[config.mk]
export PLATFORM = sky130hd
export DESIGN_NAME = lsu_access_ctrl
export DESIGN_NICKNAME = d
export VERILOG_FILES = /design/src/rtl/lsu_pkg.sv /design/src/rtl/lsu_access_ctrl_load_extender.sv /design/src/rtl/lsu_access_ctrl.sv
export SDC_FILE = /design/constraint.sdc
export NUM_CORES = 1
export LEC_CHECK = 0
export ABC_AREA = 1
export BUFFER_PORTS_ARGS = -buffer_cell sky130_fd_sc_hd__clkbuf_2
export CAP_MARGIN = 20
export CORE_ASPECT_RATIO = 0.7
export CORE_MARGIN = 2
export CORE_UTILIZATION = 43
export CTS_BUF_LIST = sky130_fd_sc_hd__clkbuf_4
export DETAILED_ROUTE_END_ITERATION = 16
export HOLD_SLACK_MARGIN = 0.12
export PLACE_DENSITY = 0.69
export SLEW_MARGIN = 25
export SYNTH_ARGS = -nofsm -noshare
export SYNTH_HDL_FRONTEND = slang
export SYNTH_SLANG_ARGS = --single-unit
[constraint.sdc]
create_clock -name clk -period 4.9 [get_ports clk]
set_clock_uncertainty 0.2 [all_clocks]
set_input_delay 0.49 -clock clk [delete_from_list [all_inputs] [get_ports clk]]
set_output_delay 0.49 -clock clk [all_outputs]
set_load 0.02 [all_outputs]
[src/rtl/lsu_pkg.sv]
// Shared types and helpers for the load/store access controller.
// Access sizes follow the data_memory load_store_type encoding.
package lsu_pkg;

    typedef enum logic [1:0] {
        LS_BYTE = 2'b00,
        LS_HALF = 2'b01,
        LS_WORD = 2'b10,
        LS_RSVD = 2'b11
    } ls_type_t;

    typedef enum logic [1:0] {
        IDLE   = 2'b00,
        ACCESS = 2'b01,
        RESP   = 2'b10
    } lsu_state_t;

    function automatic logic [2:0] ls_size_bytes(ls_type_t t);
        case (t)
            LS_BYTE: return 3'd1;
            LS_HALF: return 3'd2;
            LS_WORD: return 3'd4;
            default: return 3'd0;
        endcase
    endfunction

    // Only the two low address bits matter for natural alignment.
    function automatic logic ls_is_aligned(logic [1:0] addr_lo, ls_type_t t);
        case (t)
            LS_BYTE: return 1'b1;
            LS_HALF: return ~addr_lo[0];
            LS_WORD: return (addr_lo == 2'b00);
            default: return 1'b0;
        endcase
    endfunction

endpackage

[src/rtl/lsu_access_ctrl_load_extender.sv]
// Sign/zero extension of a little-endian assembled load value
// to 32 bits according to the original access size.
module load_extender
    import lsu_pkg::*;
(
    input  logic [31:0] data,
    input  ls_type_t    typ,
    input  logic        zext,
    output logic [31:0] ext
);

    always_comb begin
        ext = data;
        case (typ)
            LS_BYTE: ext = zext ? {24'b0, data[7:0]}  : {{24{data[7]}},  data[7:0]};
            LS_HALF: ext = zext ? {16'b0, data[15:0]} : {{16{data[15]}}, data[15:0]};
            default: ext = data;
        endcase
    end

endmodule

[src/rtl/lsu_access_ctrl.sv]
// Load/store access controller in front of data_memory; misaligned
// half/word accesses are broken into sequential byte accesses.
//
// state  | meaning
// IDLE   | req_ready high, waiting for a request
// ACCESS | one memory cycle per byte (split) or one cycle total (aligned)
// RESP   | one-cycle resp_valid pulse, then back to IDLE
module lsu_access_ctrl
    import lsu_pkg::*;
#(
    parameter int ADDR_W = 32,
    parameter int DATA_W = 32
) (
    input  logic              clk,
    input  logic              rstn,
    input  logic              req_valid,
    output logic              req_ready,
    input  logic              req_write,
    input  logic [ADDR_W-1:0] req_addr,
    input  logic [DATA_W-1:0] req_wdata,
    input  logic [1:0]        req_type,
    input  logic              req_unsigned,
    output logic              resp_valid,
    output logic [DATA_W-1:0] resp_rdata,
    output logic              resp_err,
    output logic              resp_split,
    output logic [ADDR_W-1:0] mem_addr,
    output logic [DATA_W-1:0] mem_write_data,
    output logic              mem_read,
    output logic              mem_write,
    output logic [1:0]        load_store_type,
    output logic              load_unsigned,
    input  logic [DATA_W-1:0] mem_read_data
);

    lsu_state_t        state_q, state_nx;
    logic              write_q, uns_q, err_q, split_q;
    logic [ADDR_W-1:0] addr_q;
    logic [DATA_W-1:0] wdata_q, asm_q;
    ls_type_t          type_q;
    logic [2:0]        cnt_q, last_q;
    logic [7:0]        wbyte;
    logic [31:0]       ext;

    ls_type_t   req_t;
    logic       req_rsvd, req_split;
    logic [2:0] req_last;

    assign req_t     = ls_type_t'(req_type);
    assign req_rsvd  = (req_t == LS_RSVD);
    assign req_split = ~req_rsvd & ~ls_is_aligned(req_addr[1:0], req_t);
    assign req_last  = req_split ? (ls_size_bytes(req_t) - 3'd1) : 3'd0;

    always_comb begin
        state_nx = state_q;
        case (state_q)
            IDLE:    if (req_valid) state_nx = req_rsvd ? RESP : ACCESS;
            ACCESS:  if (cnt_q == last_q) state_nx = RESP;
            RESP:    state_nx = IDLE;
            default: state_nx = IDLE;
        endcase
    end

    always_ff @(posedge clk or negedge rstn) begin
        if (!rstn) begin
            state_q <= IDLE;
            write_q <= 1'b0;
            uns_q   <= 1'b0;
            err_q   <= 1'b0;
            split_q <= 1'b0;
            addr_q  <= '0;
            wdata_q <= '0;
            asm_q   <= '0;
            type_q  <= LS_BYTE;
            cnt_q   <= 3'd0;
            last_q  <= 3'd0;
        end else begin
            state_q <= state_nx;
            if (state_q == IDLE && req_valid) begin
                write_q <= req_write;
                uns_q   <= req_unsigned;
                err_q   <= req_rsvd;
                split_q <= req_split;
                addr_q  <= req_addr;
                wdata_q <= req_wdata;
                asm_q   <= '0;
                type_q  <= req_t;
                cnt_q   <= 3'd0;
                last_q  <= req_last;
            end else if (state_q == ACCESS) begin
                if (!write_q) begin
                    if (split_q) asm_q[{cnt_q[1:0], 3'b000} +: 8] <= mem_read_data[7:0];
                    else         asm_q <= mem_read_data;
                end
                if (cnt_q != last_q) cnt_q <= cnt_q + 3'd1;
            end
        end
    end

    load_extender u_ext (
        .data (asm_q),
        .typ  (type_q),
        .zext (uns_q),
        .ext  (ext)
    );

    // Memory-side outputs decode only registered state, so they hold between accesses.
    assign wbyte           = wdata_q[{cnt_q[1:0], 3'b000} +: 8];
    assign req_ready       = (state_q == IDLE);
    assign mem_read        = (state_q == ACCESS) & ~write_q;
    assign mem_write       = (state_q == ACCESS) & write_q;
    assign mem_addr        = addr_q + ADDR_W'(cnt_q);
    assign mem_write_data  = split_q ? {24'b0, wbyte} : wdata_q;
    assign load_store_type = split_q ? LS_BYTE : type_q;
    assign load_unsigned   = split_q | uns_q;

    assign resp_valid = (state_q == RESP);
    assign resp_err   = (state_q == RESP) & err_q;
    assign resp_split = (state_q == RESP) & split_q;
    assign resp_rdata = (state_q == RESP && !write_q && !err_q) ? (split_q ? ext : asm_q) : '0;

endmodule

* Word-level counts from Yosys, hierarchy flattened
Index checks and enable logic that the tools add are counted.
** Storage, ports and cells
- Register bits after elaboration :: 110
- Input bits :: 103
- Output and inout bits :: 105
- Logic and storage cells :: 75
** Operators by class
- Equality and inequality tests :: 11
- Multiplexer cells :: 22
- Shift-type cells :: 3
- Reductions and logical operators :: 14
- $add $sub $neg :: 4
- Bitwise logic cells :: 10
** Operators with widths (count)
- two-way mux 32 bit :: 9
- case mux 32 bit (2 select lines) :: 1
- adder 32 x 3 -> 32 bit :: 1
- bitwise mux 32 bit :: 1
- variable shift 8 x 7 -> 32 bit (first input constant) :: 1
- variable part select 32 x 6 -> 8 bit :: 1
- variable part select 8 x 7 -> 32 bit :: 1
- two-way mux 3 bit :: 4
- case mux 3 bit (3 select lines) :: 1
- logical NOT 2 bit :: 4
- two-way mux 2 bit :: 4
- negation 5 -> 7 bit :: 1
- equality test 2 x 1 -> 1 bit (second input constant) :: 3
- equality test 2 bit (second input constant) :: 3
- AND reduction 2 bit :: 3
- AND 1 bit :: 5
- != test 2 bit (second input constant) :: 2
- NOT 1 bit :: 4
- case mux 2 bit (2 select lines) :: 1
- nonzero test 2 bit :: 2
- adder 3 x 1 -> 3 bit (second input constant) :: 1
- equality test 3 bit :: 1
- logical AND 1 bit :: 3
- != test 3 bit :: 1
- 5 further kinds :: 6

* Longest topological paths before layout
- Depth after elaboration :: 7
- Mapped depth :: 9
- Gate-level depth less buffers :: 9

* Hierarchy
From an unflattened synthesis, not the netlist that was laid out.
** Second synthesis, totals
- Cells, all modules :: 1045
- Area total of the unflattened synthesis :: 7040.5 um^2
** By module, submodules not included
- lsu_access_ctrl :: cells each 974, seq. area each 2752.6 um^2, instances 1, area each 6636.4 um^2
- load_extender :: cells each 71, seq. area each 0.0 um^2, instances 1, area each 404.1 um^2

* Worst setup path before layout
No wires, ideal clock.
- Kind :: register to output
- Start :: register cnt_q[0]
- End :: output port mem_addr[16]
- Arrival :: 1.771 ns
- Setup slack :: 2.439 ns
- Cell stages (with the launch flop) :: 8
- Buffers on the path :: 0
- Path through :: dfrtp_1 ha_1 fa_1 nand2_1 nand2_1 nand3_1 nor2_1 xor2_1
** Between the ends
- Longest elaborated chain between the ends :: 1
** RTL lines
- start, declared :: RTL line lsu_access_ctrl.sv:41 : logic [2:0] cnt_q, last_q;
- start signal, assigned :: RTL line lsu_access_ctrl.sv:95 : if (cnt_q != last_q) cnt_q <= cnt_q + 3'd1;
- adder 32 x 3 -> 32 bit :: RTL line lsu_access_ctrl.sv:112 : assign mem_addr = addr_q + ADDR_W'(cnt_q);
- end, declared :: RTL line lsu_access_ctrl.sv:27 : output logic [ADDR_W-1:0] mem_addr,
Every way passes these cells.

* Final worst setup path
- Start :: register cnt_q[0]
- End :: output port mem_addr[18]
Same word-level chain as after synthesis.

==> impl_results.md <==
* Synth Cell Area at 6520 um^2
* DRC violations left at 0
* CP peak stage delay at 0.36 ns
* Htree depth at 3
* Initial Util at 44.15%
* Worst skew pair latency at 0.46 ns
* Clock sink count at 110
* GP Congestion at 0.8839
* Slew Limit Fails at 0
* Total number of vias at 6,987
* HPWL after DPL at 14,910 um
* Final setup violation count at 0
* WP depth at 10
* Highest-delay cell along the critical path: dfrtp_1
* ANT nets after route at 0
* LEAKAGE at 4.460 nW
* Tightest Hold Check Type: in2reg
* Row count at 37
* Most frequent cells in the layout: nand2_1 (366), clkbuf_2 (206), dfrtp_1 (110)
* Crit path max fanout at 31
* Critical Path RT at 4.21 ns
* I/O pins at 208
* Layout cells sized above 1 at 20.59%
* Die Height at 107.0 um
* Post-synthesis register bit count at 110
* Final nets at 1,321
* Sequential share of the synthesized area at 42.22%
* First-pass GRT wire length at 31,910 um
* CTS root buffer: clkbuf_4
* DR WL/cell at 14.49 um
* Number of vias per cell at 4.955
* R2R depth at 6
* Area grow syn2layout at 32.12%
* Cells after Synth at 941
* Die ar. at 16,180 um^2
* CP most frequent cell: nand2_1
* Setup TNS at 0 ns
* RSZ-0062 raised after global routing: no
* Core area at 14,770 um^2
* CP Buf/Inv Count at 2
* PostCTS Resize Cnt at 0
* Pwr dens at 543.9 nW/um^2
* Total wire length at 20,430 um
* Syn_area_per_cell at 6.929 um^2
* Util after Layout at 58.33%
* Clock transition at the registers of the reported paths at 0.17 ns
* All-Layer GR Usage at 25.23%
* Commonest non-fill, non-tap cell in the layout: nand2_1
* Largest net degree at the start of global routing at 71
* CP cell instances: buf_4 > ha_1 > fa_1 > nand2_1 > nand2_1 > nand3_1 > nor2_4 > nand3_1 > nand2_1 > clkbuf_2
* Number of CTS-inserted buffers at 9
* Period utilisation layout at 69.42%
* Max VDD drop at 247.3 uV
* Worst Setup Path Type: reg2out
* Vias in the first global route at 6,342
* Worst setup EP type: primary output
* Final min period at 3.401 ns
* Initial antenna violation count at 1
* Fillers at 1,439
* Clock tree buffer depth at 2
* CTS tree: built
* Crit path launch type: register
* Worst EP arrival at 2.71 ns
* Final hold vios at 0
* Delay-heaviest family, CP: simple AND/OR/NAND/NOR gates
* Max cap viols at 0
* Die W at 151.2 um
* Slew headroom at 38.47%
* Syn Nets at 1,053
* Initial DRC Count at 390
* Slew at the pin closest to its max-slew limit at 0.9229 ns
* Aggregate global routing overflow at 0
* IO buf count at 207
* Synth cell types at 29
* Achievable frequency at 294.0 MHz
* Hold path cells at 3
* Status: completed
* Yosys warning count at 0
* DRT Pass-1 Iters at 7
-- kinds of logic after synthesis --
group / share of synthesized area (%)
and+or+nand+nor: 32.51
DFF: 42.22
AOI/OAI and AO/OA: 13.47
adders and majority gates: 1.842
buffers and inverters: 7.945
xor gates and xnor gates: 2.015
-- cell type report --
class	instances	area [um^2]	share of cell area, %
multi-input combinational	713	3254	37.78
sequential	110	2753	31.95
timing repair buffer	296	1917	22.25
inverter	79	296.5	3.442
tap	195	244.0	2.832
clock inverter	7	80.08	0.9296
clock buffer	9	67.56	0.7843
antenna	1	2.502	0.02905
-- where the power goes --
group | internal [W] | switching [W] | leakage [nW]
Combinational | 0.000792 | 0.00179 | 2.99
Clock | 0.000163 | 0.000321 | 0.0788
Sequential | 0.00131 | 0.000312 | 1.39
Total | 0.00226 | 0.00242 | 4.46
-- what timing repair did --
action	in CTS	in global routing
hold buffers	84	0
hold endpoints to repair	153	0
setup buffers	0	0
-- layer usage --
metal	up-vias	global-route usage (%)	share of wire [%]
met4	0	5.140	1.1
met5	-	0	0
met3	22	5.447	7.4
met1	3180	38.40	49
met2	280	36.88	42
li1	3505	-	-
-- flip-flops by register name (all words and copies together) (netlist names), 2 cells and up --
signal,count
type_q,2
asm_q,32
addr_q,32
cnt_q,3
wdata_q,32
state_q,2
last_q,3
-- metrics by stage --
| step | cells | cell area (um^2) | hold slack, ns | total power (W) | setup WS [ns] |
|---|---|---|---|---|---|
| 2_1_floorplan | 941 | 6520 | -0.005591 | 0.003377 | 2.439 |
| 3_3_place_gp | 1309 | 7619 | 0.2702 | 0.004121 | 2.140 |
| 3_5_place_dp | 1309 | 7619 | 0.2716 | 0.004146 | 2.103 |
| 4_1_cts | 1409 | 8607 | 0.1210 | 0.004689 | 1.544 |
| 5_1_grt | 1410 | 8615 | 0.1309 | 0.005067 | 1.296 |
| 6_report | 1410 | 8615 | 0.1594 | 0.004685 | 1.499 |
-- worst paths after layout --
| kind | startpoint | end | slack [ns] |
|---|---|---|---|
| min reg2reg | asm_q[20]$_DFFE_PN0P_ | asm_q[20]$_DFFE_PN0P_ | 0.31 |
| max in group asynchronous | rstn | wdata_q[31]$_DFFE_PN0P_ | 2.95 |
| max | cnt_q[0]$_DFFE_PN0P_ | mem_addr[18] | 1.50 |
| min | mem_read_data[7] | asm_q[7]$_DFFE_PN0P_ | 0.16 |
| min in group asynchronous | rstn | asm_q[28]$_DFFE_PN0P_ | 0.49 |
| max reg2reg | state_q[0]$_DFFE_PN0P_ | write_q$_DFFE_PN0P_ | 2.18 |
-- cell usage after synthesis --
cell type | count | share of area [%]
nand3b_1 | 9 | 1.0
nand2_4 | 3 | 0.52
buf_4 | 7 | 0.81
or2_2 | 1 | 0.096
nor2_1 | 96 | 5.5
nand2_2 | 3 | 0.29
inv_1 | 76 | 4.4
nor2_2 | 5 | 0.48
buf_2 | 15 | 1.2
a31oi_1 | 1 | 0.096
clkbuf_1 | 13 | 0.75
nor2_4 | 1 | 0.17
nand4_1 | 12 | 1.2
inv_2 | 3 | 0.17
ha_1 | 8 | 1.5
fa_1 | 1 | 0.31
a21oi_1 | 34 | 2.6
or2_1 | 1 | 0.096
buf_6 | 4 | 0.69
nand3_1 | 27 | 2.1
o211ai_1 | 1 | 0.12
o21ai_1 | 26 | 2.0
o21ai_0 | 98 | 7.5
a21oi_2 | 1 | 0.13
dfrtp_1 | 110 | 42
xor2_1 | 9 | 1.2
o21ai_4 | 4 | 1.0
nand2_1 | 366 | 21
xnor2_1 | 6 | 0.81
-- tightest hold or removal path, stage by stage --
cell and delay (ns):
clkbuf_2 0.11, nand4_1 0.11, o21ai_1 0.08
Power figures use the tool's default switching activity.
